$ cat config.mk
export PLATFORM = sky130hd
export DESIGN_NAME = seg_scan_decoder
export DESIGN_NICKNAME = d
export VERILOG_FILES = /design/src/rtl/seg_pkg.sv /design/src/rtl/seg7_glyph_decode.sv /design/src/rtl/seg_scan_decoder.sv
export SDC_FILE = /design/constraint.sdc
export NUM_CORES = 1
export LEC_CHECK = 0
export CAP_MARGIN = 10
export CORE_MARGIN = 2
export CORE_UTILIZATION = 55
export CTS_CLUSTER_SIZE = 25
export DETAILED_ROUTE_END_ITERATION = 10
export GPL_ROUTABILITY_DRIVEN = 0
export PLACE_DENSITY = 0.86
export SETUP_SLACK_MARGIN = 0.5
export SLEW_MARGIN = 20
export SYNTH_ARGS = -nofsm -noshare
export SYNTH_HDL_FRONTEND = slang
export SYNTH_SLANG_ARGS = --single-unit
$ cat constraint.sdc
create_clock -name clk -period 4.05 [get_ports clk]
set_clock_uncertainty 0.1 [all_clocks]
set_input_delay 0.405 -clock clk [delete_from_list [all_inputs] [get_ports clk]]
set_output_delay 0.405 -clock clk [all_outputs]
set_load 0.03 [all_outputs]
$ cat src/rtl/seg_pkg.sv
// Shared glyph encodings and scan FSM states for the 7-segment scan bus decoder.
package seg_pkg;

    localparam logic [6:0] SEG_0     = 7'h01;
    localparam logic [6:0] SEG_1     = 7'h4f;
    localparam logic [6:0] SEG_2     = 7'h12;
    localparam logic [6:0] SEG_3     = 7'h06;
    localparam logic [6:0] SEG_4     = 7'h4c;
    localparam logic [6:0] SEG_5     = 7'h24;
    localparam logic [6:0] SEG_6     = 7'h20;
    localparam logic [6:0] SEG_7     = 7'h0f;
    localparam logic [6:0] SEG_8     = 7'h00;
    localparam logic [6:0] SEG_9     = 7'h04;
    localparam logic [6:0] SEG_BLANK = 7'h7f;

    // Entry k is the active-low glyph for BCD value k.
    localparam logic [9:0][6:0] GLYPH_TBL = {SEG_9, SEG_8, SEG_7, SEG_6, SEG_5,
                                             SEG_4, SEG_3, SEG_2, SEG_1, SEG_0};

    typedef enum logic {SEARCH, COLLECT} scan_state_t;

endpackage

$ cat src/rtl/seg7_glyph_decode.sv
// Active-low 7-segment pattern -> {legal digit, blank, bcd}.
module seg7_glyph_decode
    import seg_pkg::*;
(
    input  logic [6:0] pattern,
    output logic       legal,
    output logic       blank,
    output logic [3:0] bcd
);

    always_comb begin
        legal = 1'b0;
        blank = (pattern == SEG_BLANK);
        bcd   = 4'd0;
        for (int k = 0; k < 10; k++) begin
            if (pattern == GLYPH_TBL[k]) begin
                legal = 1'b1;
                bcd   = 4'(k);
            end
        end
    end

endmodule

$ cat src/rtl/seg_scan_decoder.sv
// Scan-bus readback: synchronise, settle, decode, reassemble and atomically commit frames.
// Optional blink detection per digit is built when BLINK_DETECT_EN is defined.
module seg_scan_decoder
    import seg_pkg::*;
#(
    parameter int DIGITS     = 8,
    parameter int SETTLE_CYC = 4,
    parameter int BLINK_HOLD = 3
) (
    input  logic                  clk,
    input  logic                  rst_n,
    input  logic [DIGITS-1:0]     seg_sel,
    input  logic [6:0]            segment,
    output logic [DIGITS*4-1:0]   digit_val,
    output logic [DIGITS-1:0]     digit_blank,
    output logic [DIGITS-1:0]     digit_blink,
    output logic                  frame_vld,
    output logic                  code_err,
    output logic                  seq_err
);

    localparam int SW    = DIGITS + 7;
    localparam int IDX_W = (DIGITS > 1) ? $clog2(DIGITS) : 1;
    localparam int CW    = $clog2(SETTLE_CYC);

    logic [SW-1:0]  sync1, sync2, samp_q;
    logic [CW-1:0]  stab_cnt;
    logic           change, capture;

    // Reset to "display off" so the idle bus never looks like a capture.
    always_ff @(posedge clk or negedge rst_n) begin
        if (!rst_n) begin
            sync1  <= '1;
            sync2  <= '1;
            samp_q <= '1;
        end else begin
            sync1  <= {seg_sel, segment};
            sync2  <= sync1;
            samp_q <= sync2;
        end
    end

    assign change  = (sync2 != samp_q);
    assign capture = !change && (stab_cnt == CW'(SETTLE_CYC - 2));

    always_ff @(posedge clk or negedge rst_n) begin
        if (!rst_n)                               stab_cnt <= '0;
        else if (change)                          stab_cnt <= '0;
        else if (stab_cnt != CW'(SETTLE_CYC - 1)) stab_cnt <= stab_cnt + 1'b1;
    end

    logic [DIGITS-1:0] lows;
    logic              sel_none, sel_one;
    logic [IDX_W-1:0]  idx;
    logic              g_legal, g_blank;
    logic [3:0]        g_bcd;

    assign lows     = ~sync2[SW-1:7];
    assign sel_none = (lows == '0);
    assign sel_one  = !sel_none && ((lows & (lows - 1'b1)) == '0);

    always_comb begin
        idx = '0;
        for (int k = 0; k < DIGITS; k++)
            if (lows[k]) idx = IDX_W'(k);
    end

    seg7_glyph_decode u_dec (
        .pattern (sync2[6:0]),
        .legal   (g_legal),
        .blank   (g_blank),
        .bcd     (g_bcd)
    );

    scan_state_t                state, state_nxt;
    logic [IDX_W-1:0]           exp_idx, exp_nxt;
    logic [DIGITS-1:0][3:0]     shadow_val, sv_nxt, val_q;
    logic [DIGITS-1:0]          shadow_blank, sb_nxt, blank_q;
    logic                       commit, code_err_d, seq_err_d;

    always_comb begin
        state_nxt  = state;
        exp_nxt    = exp_idx;
        sv_nxt     = shadow_val;
        sb_nxt     = shadow_blank;
        commit     = 1'b0;
        code_err_d = 1'b0;
        seq_err_d  = 1'b0;
        if (capture && !sel_none) begin
            if (!sel_one) begin
                seq_err_d = 1'b1;
                state_nxt = SEARCH;
            end else if (!g_legal && !g_blank) begin
                code_err_d = 1'b1;
                state_nxt  = SEARCH;
            end else begin
                if (g_blank) begin
                    sb_nxt[idx] = 1'b1;
                end else begin
                    sv_nxt[idx] = g_bcd;
                    sb_nxt[idx] = 1'b0;
                end
                // Index 0 always (re)starts a frame, even mid-collect.
                if (idx == '0) begin
                    state_nxt = COLLECT;
                    exp_nxt   = IDX_W'(1);
                end else if (state == COLLECT) begin
                    if (idx == exp_idx) begin
                        if (idx == IDX_W'(DIGITS - 1)) begin
                            commit    = 1'b1;
                            state_nxt = SEARCH;
                        end else begin
                            exp_nxt = exp_idx + 1'b1;
                        end
                    end else begin
                        seq_err_d = 1'b1;
                        state_nxt = SEARCH;
                    end
                end
            end
        end
    end

    always_ff @(posedge clk or negedge rst_n) begin
        if (!rst_n) begin
            state        <= SEARCH;
            exp_idx      <= '0;
            shadow_val   <= '0;
            shadow_blank <= '1;
            val_q        <= '0;
            blank_q      <= '1;
            frame_vld    <= 1'b0;
            code_err     <= 1'b0;
            seq_err      <= 1'b0;
        end else begin
            state        <= state_nxt;
            exp_idx      <= exp_nxt;
            shadow_val   <= sv_nxt;
            shadow_blank <= sb_nxt;
            frame_vld    <= commit;
            code_err     <= code_err_d;
            seq_err      <= seq_err_d;
            // Commit from next-state shadow so the final digit lands in the same frame.
            if (commit) begin
                val_q   <= sv_nxt;
                blank_q <= sb_nxt;
            end
        end
    end

    assign digit_val   = val_q;
    assign digit_blank = blank_q;

`ifdef BLINK_DETECT_EN
    localparam int BW = $clog2(BLINK_HOLD + 1);
    logic [DIGITS-1:0][BW-1:0] blink_cnt;

    always_ff @(posedge clk or negedge rst_n) begin
        if (!rst_n) begin
            blink_cnt <= '0;
        end else if (commit) begin
            for (int i = 0; i < DIGITS; i++) begin
                if (sb_nxt[i] != blank_q[i]) blink_cnt[i] <= BW'(BLINK_HOLD);
                else if (blink_cnt[i] != '0) blink_cnt[i] <= blink_cnt[i] - 1'b1;
            end
        end
    end

    for (genvar i = 0; i < DIGITS; i++) begin : g_blink
        assign digit_blink[i] = |blink_cnt[i];
    end
`else
    assign digit_blink = '0;
`endif

endmodule

# ---- After elaboration in Yosys (flattened, before gate mapping)
# Index checks and enable logic that the tools add are counted.
dict set report totals {
  register_bits 134
  inputBits 17
  wordCells 138
}
dict set report classes {
  add_sub_neg 3
  magnitude_cmp 2
  n_eq_ne 16
  muxes 67
  bitwise 6
  n_reduce_logical 17
}
# operator n
set op_table {}
lappend op_table {{2-to-1 mux 32 bit} 4}
lappend op_table {{2-to-1 mux 3 bit} 14}
lappend op_table {{2-to-1 mux 1 bit} 35}
lappend op_table {{bitwise mux 32 bit} 1}
lappend op_table {{2-to-1 mux 8 bit} 4}
lappend op_table {{equality test 7 bit (second input constant)} 3}
lappend op_table {{AND 8 bit} 2}
lappend op_table {{logical NOT 8 bit} 2}
lappend op_table {{NOT 8 bit} 2}
lappend op_table {{inequality test 15 bit} 1}
lappend op_table {{equality test 7 x 3 -> 1 bit (second input constant)} 2}
lappend op_table {{equality test 7 x 6 -> 1 bit (second input constant)} 2}
lappend op_table {{demux 4 bit (select 3 bit)} 1}
lappend op_table {{2-to-1 mux 4 bit} 3}
lappend op_table {{2-to-1 mux 2 bit} 4}
lappend op_table {{OR 8 bit} 1}
lappend op_table {{subtractor 8 x 1 -> 8 bit (second input constant)} 1}
lappend op_table {{equality test 7 x 1 -> 1 bit (second input constant)} 1}
lappend op_table {{equality test 7 x 4 -> 1 bit (second input constant)} 1}
lappend op_table {{equality test 7 x 5 -> 1 bit (second input constant)} 1}
lappend op_table {{logical NOT 7 bit} 1}
lappend op_table {{AND reduction 6 bit} 1}
lappend op_table {{nonzero test 2 bit} 3}
lappend op_table {{logical AND 1 bit} 5}
lappend op_table {{12 further kinds} 16}

# ---- Depth between registers and ports, before layout
dict set report logic_depth {
  word_depth 18
  depth_mapped 12
}

# ---- By module
# From an unflattened synthesis, not the netlist that was laid out.
dict set report hier_totals {
  hier_cells 442
  area_unflattened_um2 5875.6
}
# module instances cells_per_inst area_each_um2 seq_area_each_um2
set modules_own_cells {}
lappend modules_own_cells {seg_scan_decoder 1 408 5654.2 3403.3}
lappend modules_own_cells {seg7_glyph_decode 1 34 221.5 0.0}

# ---- Worst setup path after synthesis
# Ideal clock, no wire load.
dict set report synth_timing {
  path_type {flip-flop to flip-flop}
  startpoint {reg sync2[5]}
  endpoint {reg val_q (netlist bit digit_val[31])}
  setup_ps 128
  t_arrival_ps 2461
  t_required_ps 3822
  path_slack_ps 1361
  path_stages_with_launch 8
  synth_period_minus_slack_ps 2689
  path_cell_list {dfstp_2 buf_2 or4b_4 o311ai_4 or3_4 nand3_1 or3_4 mux2_1}
}
dict set report synth_via {
  elab_chain_len 16
  elab_cells_between_ends 38
}
# item line_no
set synth_lines {}
lappend synth_lines {{start: declaration} seg_scan_decoder.sv:26} ;# logic [SW-1:0] sync1, sync2, samp_q;
lappend synth_lines {{start signal: assignment} seg_scan_decoder.sv:38} ;# sync2 <= sync1;
lappend synth_lines {{equality test 7 x 1 -> 1 bit} seg7_glyph_decode.sv:16} ;# if (pattern == GLYPH_TBL[k]) begin
lappend synth_lines {{2-to-1 mux 1 bit (10 in series)} seg7_glyph_decode.sv:16}
lappend synth_lines {{logical NOT 1 bit} seg_scan_decoder.sv:93} ;# end else if (!g_legal && !g_blank) begin
lappend synth_lines {{logical AND 1 bit} seg_scan_decoder.sv:93}
lappend synth_lines {{2-to-1 mux 32 bit or 2-to-1 mux 1 bit (tied branches)} seg_scan_decoder.sv:93}
lappend synth_lines {{2-to-1 mux 32 bit or 2-to-1 mux 1 bit (tied branches)} seg_scan_decoder.sv:90} ;# if (!sel_one) begin
lappend synth_lines {{2-to-1 mux 32 bit or 2-to-1 mux 1 bit (tied branches)} seg_scan_decoder.sv:89} ;# if (capture && !sel_none) begin
lappend synth_lines {{end signal: assignment} seg_scan_decoder.sv:145} ;# val_q <= sv_nxt;
lappend synth_lines {{end: declaration} seg_scan_decoder.sv:77} ;# logic [DIGITS-1:0][3:0] shadow_val, sv_nxt, val_q;
# Several ways; a longest one is shown, not always the timed one.
# A chain may end at the register's enable or synchronous reset.

==> impl_metrics.tcl <==
set metrics [dict create \
    run_status "completed" \
    clock_root_buffer "sky130_fd_sc_hd__clkbuf_8" \
    ys_ff_latch 133 \
    cp.arrival_ns 3.68 \
    multiInputGateArea_mm2 0.001912 \
    cp-startpoint "sync2[1]" \
    hold_path.startpoint "segment[5]" \
    drv_cap 0 \
    netlist_instances 480 \
    grt_pass1_vias 4011 \
    die_area_mm2 0.01095 \
    post_synth_instance_area_mm2 0.005570 \
    worst_hold_path_type "in2reg" \
    globalRouteOverflowTotal 0 \
    antenna-diode-count 0 \
    slew_viol_final 0 \
    vias 4041 \
    grt_first_pass_wirelength_um 21420 \
    worstMarginPinSlew_ns 0.8997 \
    critPathLaunchType "flip-flop" \
    cts.path.max_buffers 2 \
    seqCellArea_mm2 0.003403 \
    critical-path-max-stage-delay_ns 0.64 \
    part_of_the_cycle_the_worst_path_needs_pct 83.30 \
    endpoint_kind "flip-flop" \
    drt_drc_violations_left 0 \
    grtUsageTotal_pct 25.32 \
    ioPinCount 68 \
    synth_enable_flop_cells 0 \
    height_of_the_die_um 104.6 \
    first_iter_violations 473 \
    final.hold.worst_slack_ns 0.1829 \
    worst-endpoint-required_ns 4.36 \
    drt_first_pass_iters 5 \
    layout.core_utilization_pct 69.33 \
    synth_flop_cell "sky130_fd_sc_hd__dfrtp_1" \
    synth_seq_area_share_pct 61.10 \
    h_tree_depth 4 \
    p_leak_uw 0.002876 \
    core_area_mm2 0.009819 \
    routed_wirelength_um 12880 \
    setup_viol 0 \
    vdd_ir_drop_max_mv 0.3050 \
    ctsResizeCount 0 \
    tns_ns 0 \
    via_cell_ratio 5.960 \
    hold_viol_final 0 \
    rr_startpoint "sync2[1]" \
    fp.dieW_um 104.6 \
    worst_path_max_delay_cell "sky130_fd_sc_hd__dfstp_2" \
    synthDistinctLibCells 57 \
    worst-path-max-fanout 15 \
    initial_utilization_pct 56.73 \
    max-slew-margin-rel_pct 39.85 \
    cts_inserted_buffers 17 \
    layout-drive-gt1-share_pct 23.49 \
    cts_tree "done" \
    fin_crit_ns 3.373 \
    area_growth_pct 22.21 \
    grt_max_degree 56 \
    cts_setup_buffers 0 \
    fmax_ghz 0.2964 \
    critical_path_cell_list "nor2b_1 > nand2_1 > o311ai_0 > or3_4 > nand3_1 > nor3_1 > mux2_2" \
    num-nets-final 552 \
    portBuffers 59 \
    timing_worst_setup_path_type "reg2reg" \
    insertion_delay_to_the_later_sink_of_the_worst_skew_pair_ns 0.52 \
    ys_async_sr_fraction_pct 100.0 \
    syn_warnings 0 \
    setup_repair_after_global_routing_missed_its_margin "true" \
    power_density_mw_per_mm2 463.8 \
    fillcell_total 685 \
    path_clk_slew_ns 0.06 \
    detailedPlacementHpwl_um 8299 \
    clkSinkCount 133 \
    wire_per_inst_um 18.99 \
    drtAntennaViolNets 0 \
    syn-mean-instance-area_um2 11.60 \
    number_of_antenna_violations_at_the_first_check_in_global_routing 0 \
    placementRows 36 \
]
## cell usage after synthesis (all sizes together), types with 2 or more instances
cell	number	area, um2
o21ai	35	175.2
nor4b	2	17.52
a21o	4	30.03
o31a	2	17.52
dfrtp	73	1827
a31o	3	26.28
buf	26	183.9
ha	3	37.54
clkbuf	13	48.80
nor2	19	71.32
nor3	10	50.05
nand4	11	68.82
mux2i	4	40.04
or3	4	35.03
o311ai	2	35.04
xor2	5	43.79
and3	6	57.55
xnor2	14	122.6
nand3	15	80.08
dfstp	60	1577
nor2b	3	18.77
nand2	61	229.0
nor4	6	37.54
o31ai	8	60.06
a31oi	16	100.1
nand2b	4	25.02
mux2	19	214.0
o21ba	2	20.02
a21boi	3	22.52
o22ai	4	25.02
and4	3	26.28
inv	13	48.80
a21oi	11	55.05
## critical path, delay by kind of cell (launching register included)
family | cells | cell delay [ns]
muxes | 1 | 0.41
DFF | 1 | 0.64
and+or+nand+nor | 5 | 1.66
AOI/OAI and AO/OA | 1 | 0.45
## layout by cell type, fill, tap and decap left out, types with 2 or more instances in the layout
cell	count
sky130_fd_sc_hd__xnor2_1	14
sky130_fd_sc_hd__nand2b_1	4
sky130_fd_sc_hd__and3_4	4
sky130_fd_sc_hd__nor3_1	10
sky130_fd_sc_hd__mux2i_1	4
sky130_fd_sc_hd__xor2_1	5
sky130_fd_sc_hd__o31ai_1	8
sky130_fd_sc_hd__or3_4	2
sky130_fd_sc_hd__and3_1	2
sky130_fd_sc_hd__o22ai_1	4
sky130_fd_sc_hd__bufinv_16	5
sky130_fd_sc_hd__a21o_1	4
sky130_fd_sc_hd__inv_1	13
sky130_fd_sc_hd__nand4_1	11
sky130_fd_sc_hd__or3_1	2
sky130_fd_sc_hd__nor2b_1	3
sky130_fd_sc_hd__inv_6	2
sky130_fd_sc_hd__conb_1	8
sky130_fd_sc_hd__a21boi_0	3
sky130_fd_sc_hd__o21ba_2	2
sky130_fd_sc_hd__nor2_1	19
sky130_fd_sc_hd__mux2_2	18
sky130_fd_sc_hd__o31a_1	2
sky130_fd_sc_hd__nor4_1	6
sky130_fd_sc_hd__dfrtp_1	73
sky130_fd_sc_hd__clkbuf_16	16
sky130_fd_sc_hd__a21oi_1	11
sky130_fd_sc_hd__nand2_1	61
sky130_fd_sc_hd__clkinv_4	5
sky130_fd_sc_hd__dfstp_2	60
sky130_fd_sc_hd__and4_1	3
sky130_fd_sc_hd__o21ai_0	35
sky130_fd_sc_hd__a31o_1	2
sky130_fd_sc_hd__buf_4	6
sky130_fd_sc_hd__clkdlybuf4s50_1	58
sky130_fd_sc_hd__a31oi_1	16
sky130_fd_sc_hd__ha_1	3
sky130_fd_sc_hd__nor4b_1	2
sky130_fd_sc_hd__nand3_1	14
## routing by layer
metal	up-vias	wire, um	GRT usage [%]
li1	1792	-	-
met1	1975	4999	31.87
met2	237	6516	41.41
met3	37	1009	6.862
met4	0	350	10.95
met5	-	0	0
## sequential cells by signal (all words and copies together) (netlist names)
signal	flops
samp_q	15
shadow_val	32
shadow_blank	7
state	1
exp_idx	3
stab_cnt	2
sync2	15
digit_val	32
sync1	15
digit_blank	8
code_err	1
frame_vld	1
seq_err	1
## worst paths after layout
check,endpoint,slack (ns),cells past startpoint
worst max-delay path,shadow_val[0],0.68,7
worst min-delay path,sync1[5],0.18,1
worst max register to register,shadow_val[0],0.68,7
worst min register to register,sync2[2],0.26,0
max in group asynchronous,stab_cnt[0],2.56,3
min in group asynchronous,digit_val[21],0.30,2
## what timing repair did
item	CTS	global route
setup endpoints to repair	0	2
endpoints found under the hold margin	34	0
hold buffers	1	0
## power by group
| part | switching, uW | total [uW] | internal, uW |
|---|---|---|---|
| registers | 31.3 | 1400 | 1370 |
| clock network | 586 | 1650 | 1070 |
| logic | 62.6 | 99.3 | 36.7 |
| total | 680 | 3160 | 2480 |
## layout make-up
| class | instances | share of cell area, % |
|---|---|---|
| Timing Repair Buffer | 65 | 9.337 |
| Inverter | 13 | 0.7168 |
| Clock buffer | 18 | 6.139 |
| Tap cell | 133 | 2.444 |
| Multi-Input combinational cell | 302 | 28.08 |
| Sequential cell | 133 | 49.99 |
| Clock inverter | 14 | 3.290 |
## logic make-up after synthesis
| family | Yosys count | share of synthesized area (%) |
|---|---|---|
| compound gates | 102 | 12.17 |
| xor+xnor | 19 | 2.987 |
| fa+ha+maj | 3 | 0.6739 |
| buf+inv | 52 | 5.054 |
| flops | 133 | 61.10 |
| mux | 23 | 4.560 |
| other cells | 1 | 0.06732 |
| simple gates | 147 | 13.39 |
## metrics by stage
step,area [um2],instances,setup WS [ns],total power [uW]
after global routing,6808,678,0.4538,3252
after detailed placement,6156,645,0.8388,1522
after global placement,6156,645,0.9180,1516
after CTS,6808,678,0.7526,3175
after floorplan,5597,487,1.361,1474
final,6808,678,0.6765,3158
Power figures use the tool's default switching activity.
